File: src/rtl/fir_coef_pkg.sv
// Shared types and word layout for the FIR coefficient pair loader.
// One 32-bit register word packs two 16-bit taps: [31:16] = TAP_LO, [15:0] = TAP_LO+1.
package fir_coef_pkg;

    localparam int unsigned WORD_W     = 32;
    localparam int unsigned COEF_WIDTH = 16;
    localparam int unsigned HI_LSB     = 16;
    localparam int unsigned LO_LSB     = 0;

    typedef enum logic [2:0] {
        ST_IDLE      = 3'd0,
        ST_SETTLE    = 3'd1,
        ST_WR_LO     = 3'd2,
        ST_WR_HI     = 3'd3,
        ST_WAIT_SYNC = 3'd4
    } state_e;

    function automatic logic [COEF_WIDTH-1:0] coef_hi(input logic [WORD_W-1:0] word);
        return word[HI_LSB +: COEF_WIDTH];
    endfunction

    function automatic logic [COEF_WIDTH-1:0] coef_lo(input logic [WORD_W-1:0] word);
        return word[LO_LSB +: COEF_WIDTH];
    endfunction

endpackage

File: src/rtl/word_settle_filter.sv
// Registers the software word and reports a candidate once it has been identical
// for STABLE_CYCLES samples and differs from the currently accepted word.
module word_settle_filter
    import fir_coef_pkg::*;
#(
    parameter int unsigned STABLE_CYCLES = 4
) (
    input  logic              clk,
    input  logic              rst,
    input  logic              arm,
    input  logic [WORD_W-1:0] data_in,
    input  logic [WORD_W-1:0] accepted,
    output logic              settling,
    output logic              stable_valid,
    output logic [WORD_W-1:0] stable_word
);

    localparam int unsigned CW = $clog2(STABLE_CYCLES + 1);
    localparam logic [CW-1:0] TARGET = CW'(STABLE_CYCLES);
    localparam logic [CW-1:0] ONE    = CW'(1);

    logic [WORD_W-1:0] in_q;
    logic [CW-1:0]     cnt;

    // stable_word doubles as the candidate; stable_valid is a one-cycle strobe that self-clears
    always_ff @(posedge clk) begin
        if (rst) begin
            in_q         <= '0;
            cnt          <= '0;
            settling     <= 1'b0;
            stable_valid <= 1'b0;
            stable_word  <= '0;
        end else begin
            in_q <= data_in;
            if (!arm || stable_valid) begin
                cnt          <= '0;
                settling     <= 1'b0;
                stable_valid <= 1'b0;
            end else if (cnt == '0 || in_q != stable_word) begin
                if (in_q == accepted) begin
                    cnt      <= '0;
                    settling <= 1'b0;
                end else begin
                    stable_word  <= in_q;
                    cnt          <= ONE;
                    settling     <= 1'b1;
                    stable_valid <= (TARGET == ONE);
                end
            end else begin
                cnt <= cnt + ONE;
                if (cnt + ONE == TARGET) begin
                    stable_valid <= 1'b1;
                end
            end
        end
    end

endmodule

File: src/rtl/fir_coef_pair_loader.sv
// Loads a settled coefficient pair into the shadow RAM over a ready/we handshake,
// then requests a shadow->active bank swap on the next frame sync.
module fir_coef_pair_loader
    import fir_coef_pkg::*;
#(
    parameter int unsigned TAP_LO        = 20,
    parameter int unsigned ADDR_W        = 6,
    parameter int unsigned COEF_W        = 16,
    parameter int unsigned STABLE_CYCLES = 4,
    parameter int unsigned CNT_W         = 8
) (
    input  logic              user_clk,
    input  logic              user_rst,
    input  logic [WORD_W-1:0] user_data_in,
    input  logic              sync_in,
    input  logic              coef_ready,
    output logic              coef_we,
    output logic [ADDR_W-1:0] coef_addr,
    output logic [COEF_W-1:0] coef_data,
    output logic              coef_swap,
    output logic              busy,
    output logic [CNT_W-1:0]  upd_count
);

    if (COEF_W != COEF_WIDTH) begin : g_bad_coef_w
        $error("fir_coef_pair_loader: COEF_W must be %0d", COEF_WIDTH);
    end
    if (TAP_LO + 1 >= (1 << ADDR_W)) begin : g_bad_tap_lo
        $error("fir_coef_pair_loader: TAP_LO+1 does not fit in ADDR_W bits");
    end
    if (STABLE_CYCLES < 1) begin : g_bad_stable
        $error("fir_coef_pair_loader: STABLE_CYCLES must be >= 1");
    end

    localparam logic [ADDR_W-1:0] ADDR_LO = ADDR_W'(TAP_LO);
    localparam logic [ADDR_W-1:0] ADDR_HI = ADDR_W'(TAP_LO + 1);

    state_e            state;
    logic [WORD_W-1:0] accepted;
    logic              filter_arm;
    logic              settling;
    logic              stable_valid;
    logic [WORD_W-1:0] stable_word;

    assign filter_arm = (state == ST_IDLE) || (state == ST_SETTLE);

    word_settle_filter #(
        .STABLE_CYCLES(STABLE_CYCLES)
    ) u_settle (
        .clk         (user_clk),
        .rst         (user_rst),
        .arm         (filter_arm),
        .data_in     (user_data_in),
        .accepted    (accepted),
        .settling    (settling),
        .stable_valid(stable_valid),
        .stable_word (stable_word)
    );

    // Swap must coincide with the sync pulse itself, so it is decoded from the registered state
    assign coef_swap = (state == ST_WAIT_SYNC) && sync_in;

    always_ff @(posedge user_clk) begin
        if (user_rst) begin
            state     <= ST_IDLE;
            accepted  <= '0;
            coef_we   <= 1'b0;
            coef_addr <= '0;
            coef_data <= '0;
            busy      <= 1'b0;
            upd_count <= '0;
        end else begin
            case (state)
                ST_IDLE, ST_SETTLE: begin
                    if (stable_valid) begin
                        state     <= ST_WR_LO;
                        busy      <= 1'b1;
                        accepted  <= stable_word;
                        coef_we   <= 1'b1;
                        coef_addr <= ADDR_LO;
                        coef_data <= COEF_W'(coef_hi(stable_word));
                    end else if (settling) begin
                        state <= ST_SETTLE;
                        busy  <= 1'b1;
                    end else begin
                        state <= ST_IDLE;
                        busy  <= 1'b0;
                    end
                end
                ST_WR_LO: begin
                    if (coef_ready) begin
                        state     <= ST_WR_HI;
                        coef_addr <= ADDR_HI;
                        coef_data <= COEF_W'(coef_lo(accepted));
                    end
                end
                ST_WR_HI: begin
                    if (coef_ready) begin
                        state     <= ST_WAIT_SYNC;
                        coef_we   <= 1'b0;
                        coef_addr <= '0;
                        coef_data <= '0;
                    end
                end
                ST_WAIT_SYNC: begin
                    if (sync_in) begin
                        state     <= ST_IDLE;
                        busy      <= 1'b0;
                        upd_count <= upd_count + CNT_W'(1);
                    end
                end
                default: begin
                    state   <= ST_IDLE;
                    busy    <= 1'b0;
                    coef_we <= 1'b0;
                end
            endcase
        end
    end

endmodule
File: config.mk
export PLATFORM = sky130hd
export DESIGN_NAME = fir_coef_pair_loader
export DESIGN_NICKNAME = d
export VERILOG_FILES = /design/src/rtl/fir_coef_pkg.sv /design/src/rtl/word_settle_filter.sv /design/src/rtl/fir_coef_pair_loader.sv
export SDC_FILE = /design/constraint.sdc
export NUM_CORES = 1
export LEC_CHECK = 0
export CORE_UTILIZATION = 50
export DETAILED_ROUTE_END_ITERATION = 7
export PLACE_DENSITY = 0.73
export SYNTH_ARGS = -nofsm -noshare
export SYNTH_HDL_FRONTEND = slang
export SYNTH_SLANG_ARGS = --single-unit
File: constraint.sdc
create_clock -name user_clk -period 2.4 [get_ports user_clk]
set_clock_uncertainty 0.2 [all_clocks]
set_input_delay 0.6 -clock user_clk [delete_from_list [all_inputs] [get_ports user_clk]]
set_output_delay 0.6 -clock user_clk [all_outputs]
set_load 0.02 [all_outputs]
=== Word level (Yosys, flattened, before mapping) ===
Cells that the tools add are included.

* Bits in registers: 136
* Output and inout port bits: 33
* Logic and storage cells: 78

* Add/sub/neg operators: 2
* Eq/ne operators: 12
* Muxes and demuxes: 27
* Bitwise logic cells: 4
* Reductions and logical operators: 21

{| class="wikitable"
|+ Operator list
! cell !! number
|-
| 16-bit 2-to-1 mux || 3
|-
| 16-bit case mux with 3 select lines || 1
|-
| 32-bit == test || 1
|-
| 32-bit != test || 1
|-
| 6-bit 2-to-1 mux || 3
|-
| 6-bit case mux with 3 select lines || 1
|-
| 3-bit 2-to-1 mux || 4
|-
| 3-bit case mux with 4 select lines || 1
|-
| 1-bit 2-to-1 mux || 11
|-
| 3-bit AND reduction || 3
|-
| 8-bit by 1-bit adder with 8-bit output (second input constant) || 1
|-
| 2-bit != test (second input constant) || 4
|-
| 2-bit AND reduction || 4
|-
| 2-bit OR reduction || 4
|-
| 3-bit by 2-bit == test with 1-bit output (second input constant) || 2
|-
| 3-bit == test (second input constant) || 2
|-
| 3-bit logical NOT || 2
|-
| 1-bit case mux with 3 select lines || 2
|-
| 1-bit inverter || 4
|-
| 4-bit AND reduction || 1
|-
| 3-bit by 1-bit adder with 3-bit output (second input constant) || 1
|-
| 3-bit by 1-bit == test with 1-bit output (second input constant) || 1
|-
| 1-bit logical OR || 3
|-
| 3-bit nonzero test || 1
|-
| 5 further kinds || 5
|}

=== Depth between registers and ports, before layout ===
* Depth after elaboration: 6
* Gate-level depth with buffers: 8

=== Modules after synthesis ===
From an unflattened synthesis, not the netlist that was laid out.

* Cell total of the unflattened synthesis: 632
* Area total of the unflattened synthesis: 6040.8 um^2

{| class="wikitable"
|+ By module, submodules not included
! module !! times used !! cells an instance !! area an instance (um^2)
|-
| word_settle_filter || 1 || 315 || 3209.3
|-
| fir_coef_pair_loader || 1 || 317 || 2831.5
|}

=== Worst setup path before layout ===
Ideal clock, no wire load.

* Path kind: input port to flip-flop
* Start point: in sync_in
* End point: reg upd_count[5]
* Setup time: 0.128 ns
* Arrival time: 1.615 ns
* Slack: 0.457 ns
* Stages on the path: 6
* Buffers on the path: 1
* Cell sequence: nor4bb_1 > buf_2 > and4_1 > nand3_1 > xor2_1 > nor2_1

* Longest elaborated chain between the ends: 1

{| class="wikitable"
|+ Ends and longest elaborated chain
! item !! RTL line !! RTL
|-
| start: declaration || fir_coef_pair_loader.sv:15 || <nowiki>input logic sync_in,</nowiki>
|-
| 2-bit AND reduction (no line) || -- ||
|-
| end signal: assignment || fir_coef_pair_loader.sv:109 || <nowiki>upd_count <= upd_count + CNT_W'(1);</nowiki>
|-
| end: declaration || fir_coef_pair_loader.sv:22 || <nowiki>output logic [CNT_W-1:0] upd_count</nowiki>
|}

No other way between the ends.
A chain may end at the register's enable or synchronous reset.

=== Worst setup path in the final report ===
* Start point: in sync_in
* End point: out coef_swap

* Longest elaborated chain between the ends: 1

{| class="wikitable"
|+ Ends and longest elaborated chain
! item !! RTL line !! RTL
|-
| 1-bit logical AND || fir_coef_pair_loader.sv:61 || <nowiki>assign coef_swap = (state == ST_WAIT_SYNC) && sync_in;</nowiki>
|-
| end: declaration || fir_coef_pair_loader.sv:20 || <nowiki>output logic coef_swap,</nowiki>
|}

No other way between the ends.

==> run_results.csv <==
group,metric,value,unit
run_status,status,"finished, final reports clean",
placed_design,io_buffers,65,
cts,hold_buffers,0,
cts,clkSinkCount,132,
logic_synthesis,synth-seq-cells,132,
setup_path,cp-end-kind,"primary output",
die,ios,69,
timing,setup_tns,0,ns
route,viasPerCell,5.20,
logic_synthesis,syn_area,5760,um^2
timing,maxSlewViolCount,0,
cts,post_cts_buffers,0,
cts,clock_latency,0.42,ns
final_layout,final_cell_mix,"132 x dfxtp_1, 67 x nand2_1, 66 x xor2_1",
cts,cts_buffer_depth,2,
global_routing,grt_pass1_vias,4128,
placed_design,gp_congestion,0.871,
setup_path,cp.required,1.60,ns
cts,cts_buffers,17,
logic_synthesis,yosysTopAreaCell,"dfxtp_1",
final_layout,layout-drive-gt1-share,7.63,%
setup_path,path_cells,"clkdlybuf4s50_1 > nor4bb_4 > buf_4",
logic_synthesis,ys_types,38,
final_layout,fin_nets,722,
timing,worst_pin_slew,0.513,ns
logic_synthesis,yosysTopAreaCellShare,45.9,%
timing,max_freq,439,MHz
timing,hold_violations,0,
final_layout,antenna_cells,0,
logic_synthesis,synth.avg_cell_area,9.23,um^2
route,drt_iter0_markers,325,
route,dr_total_vias,4345,
die,num_rows,38,
cts,htreeDepth,4,
logic_synthesis,ys_seq_area_share,45.9,%
timing,finalSetupViolations,0,
setup_path,timing_worst_setup_path_type,"in2out",
die,start_util,52.2,%
die,die_h,109,um
setup_path,cp_slowest_stage_delay,0.48,ns
route,ant_nets,0,
route,post_drt_wl_per_cell,15.5,um
logic_synthesis,netlist_top_cells_area,"dfxtp_1 46%, xor2_1 10%, mux2i_1 5.9%",
placed_design,dp_hpwl,9.03,mm
logic_synthesis,synthCells,624,
pwr,p_per_area,715,nW/um^2
pwr,irDropWorstVdd,0.000463,V
global_routing,grt_max_degree,110,
setup_path,crit_slowest_cell,"clkdlybuf4s50_1",
route,dr.pass1.iters,5,
global_routing,grt_pass1_wl,20.7,mm
logic_synthesis,synth_warnings,0,
cts,cts_tree,"yes",
setup_path,start_kind,"input port",
route,route.detailed.drc,0,
setup_path,crit_path_max_fanout,2,
cts,clkTransAtPathRegs,0.05,ns
final_layout,final_common_cell,"dfxtp_1",
global_routing,grt.overflow.total,0,
timing,rsz0062_at_grt,"no",
timing,fin_hold_ws,0.265,ns
timing,final.period_utilization,94.9,%
timing,min_period,2.28,ns
pwr,leakage,0.00297,uW
die,die_x,109,um
route,routed_wl,13.0,mm
die,die_area,11900,um^2
setup_path,arrival,1.48,ns
global_routing,groute.usage.overall,23.4,%
setup_path,r2r_slack,0.14,ns
cts,cts_root_buffer,"clkbuf_16",
die,coreArea,11000,um^2
worst_hold_path,min_path_type,"reg2reg",
timing,slew_headroom,65.5,%
flow_run,maxCapViolations,0,
global_routing,antenna_found_initial,0,
final_layout,synthToLayoutAreaGrowth,24.1,%
## critical path, delay by kind of cell
family	cells	cell delay, ns
buffers and inverters	2	0.67
AND/OR/NAND/NOR	1	0.21
## flip-flops by register name, summed over array words and instances (netlist names), 2 cells and up
signal                count
u_settle.stable_word     32
coef_addr                 2
accepted                 32
u_settle.in_q            32
u_settle.cnt              3
upd_count                 8
state                     3
coef_data                16
## final timing paths
kind,start,endpoint,depth (start not counted)
worst max-delay path,sync_in,coef_swap,3
worst min-delay path,accepted[27],accepted[27],2
worst min register to register,accepted[27],accepted[27],2
worst max register to register,u_settle.in_q[2],u_settle.stable_word[8],7
## synthesized netlist by cell type
cell       instances
buf_4              5
clkbuf_1          26
nor2_2             1
nor2b_1           33
dfxtp_1          132
nor4_1            16
xor2_1            66
a21boi_0           2
nor3_1             2
o31a_2             1
nor2_1            34
nor3_4             1
and2_1             1
nor4bb_1           1
ha_1               4
nor4b_1            1
and4_1             1
conb_1             1
nand4_1            6
a2111oi_0          1
and3_2             1
a311oi_1           1
nand3_1            3
buf_2              6
buf_1              3
a211oi_1          17
nor3b_1           17
and3_1             1
or2b_1            28
inv_1              5
mux2i_1           34
o21ai_0            2
o21ai_2            1
a21oi_1           57
xnor2_1            6
nand2_1           67
nand2b_1          37
buf_6              3
## stage by stage
step | setup WS (ns) | cells | cell area (um^2) | power [uW] | utilization (%)
floorplan | 0.457 | 626 | 5770 | 2520 | -
global placement | -0.506 | 803 | 6550 | 2630 | 59.3
detailed placement | -0.513 | 803 | 6550 | 2640 | 59.3
CTS | 0.00420 | 835 | 7130 | 5140 | 64.6
global route | 0.00561 | 835 | 7150 | 5280 | 64.8
finish | 0.122 | 835 | 7150 | 5110 | 64.8
## cell type report
cell class,instances,area (um^2)
fillers,928,3880
multi-input cells,446,2920
flip-flops and latches,132,2640
repair buffers,80,808
clock buffers,23,478
well taps,140,175
clock inverters,9,103
inverters,5,18.8
## repair_timing
| action | CTS | global route |
|---|---|---|
| gates resized for setup | 7 | 2 |
| pin swaps | 0 | 2 |
| setup endpoints to repair | 1 | 2 |
## per-layer routing
metal / vias up / track usage [%] / wire length [um]
met2: 115 / 37.6 / 6110
met1: 2026 / 29.3 / 5670
met4: 0 / 10.0 / 301
met5: - / 0 / 0
met3: 23 / 6.70 / 892
li1: 2181 / - / -
## power by group
group | internal (uW) | total (uW) | switching (uW)
clock | 1600 | 2510 | 908
sequential | 2250 | 2320 | 67.9
combinational | 152 | 281 | 129
total | 4000 | 5110 | 1100
## cells by family after synthesis
group                    Yosys count  share of synthesized area (%)
AO/OA/AOI/OAI                     82                           8.24
XOR/XNOR                          72                           11.0
adder cells (fa/ha/maj)            4                          0.869
buffers and inverters             48                           3.98
flip-flops                       132                           45.9
multiplexers                      34                           5.91
other                              1                         0.0651
AND/OR/NAND/NOR                  251                           24.1
(Power assumes the default switching activity.)
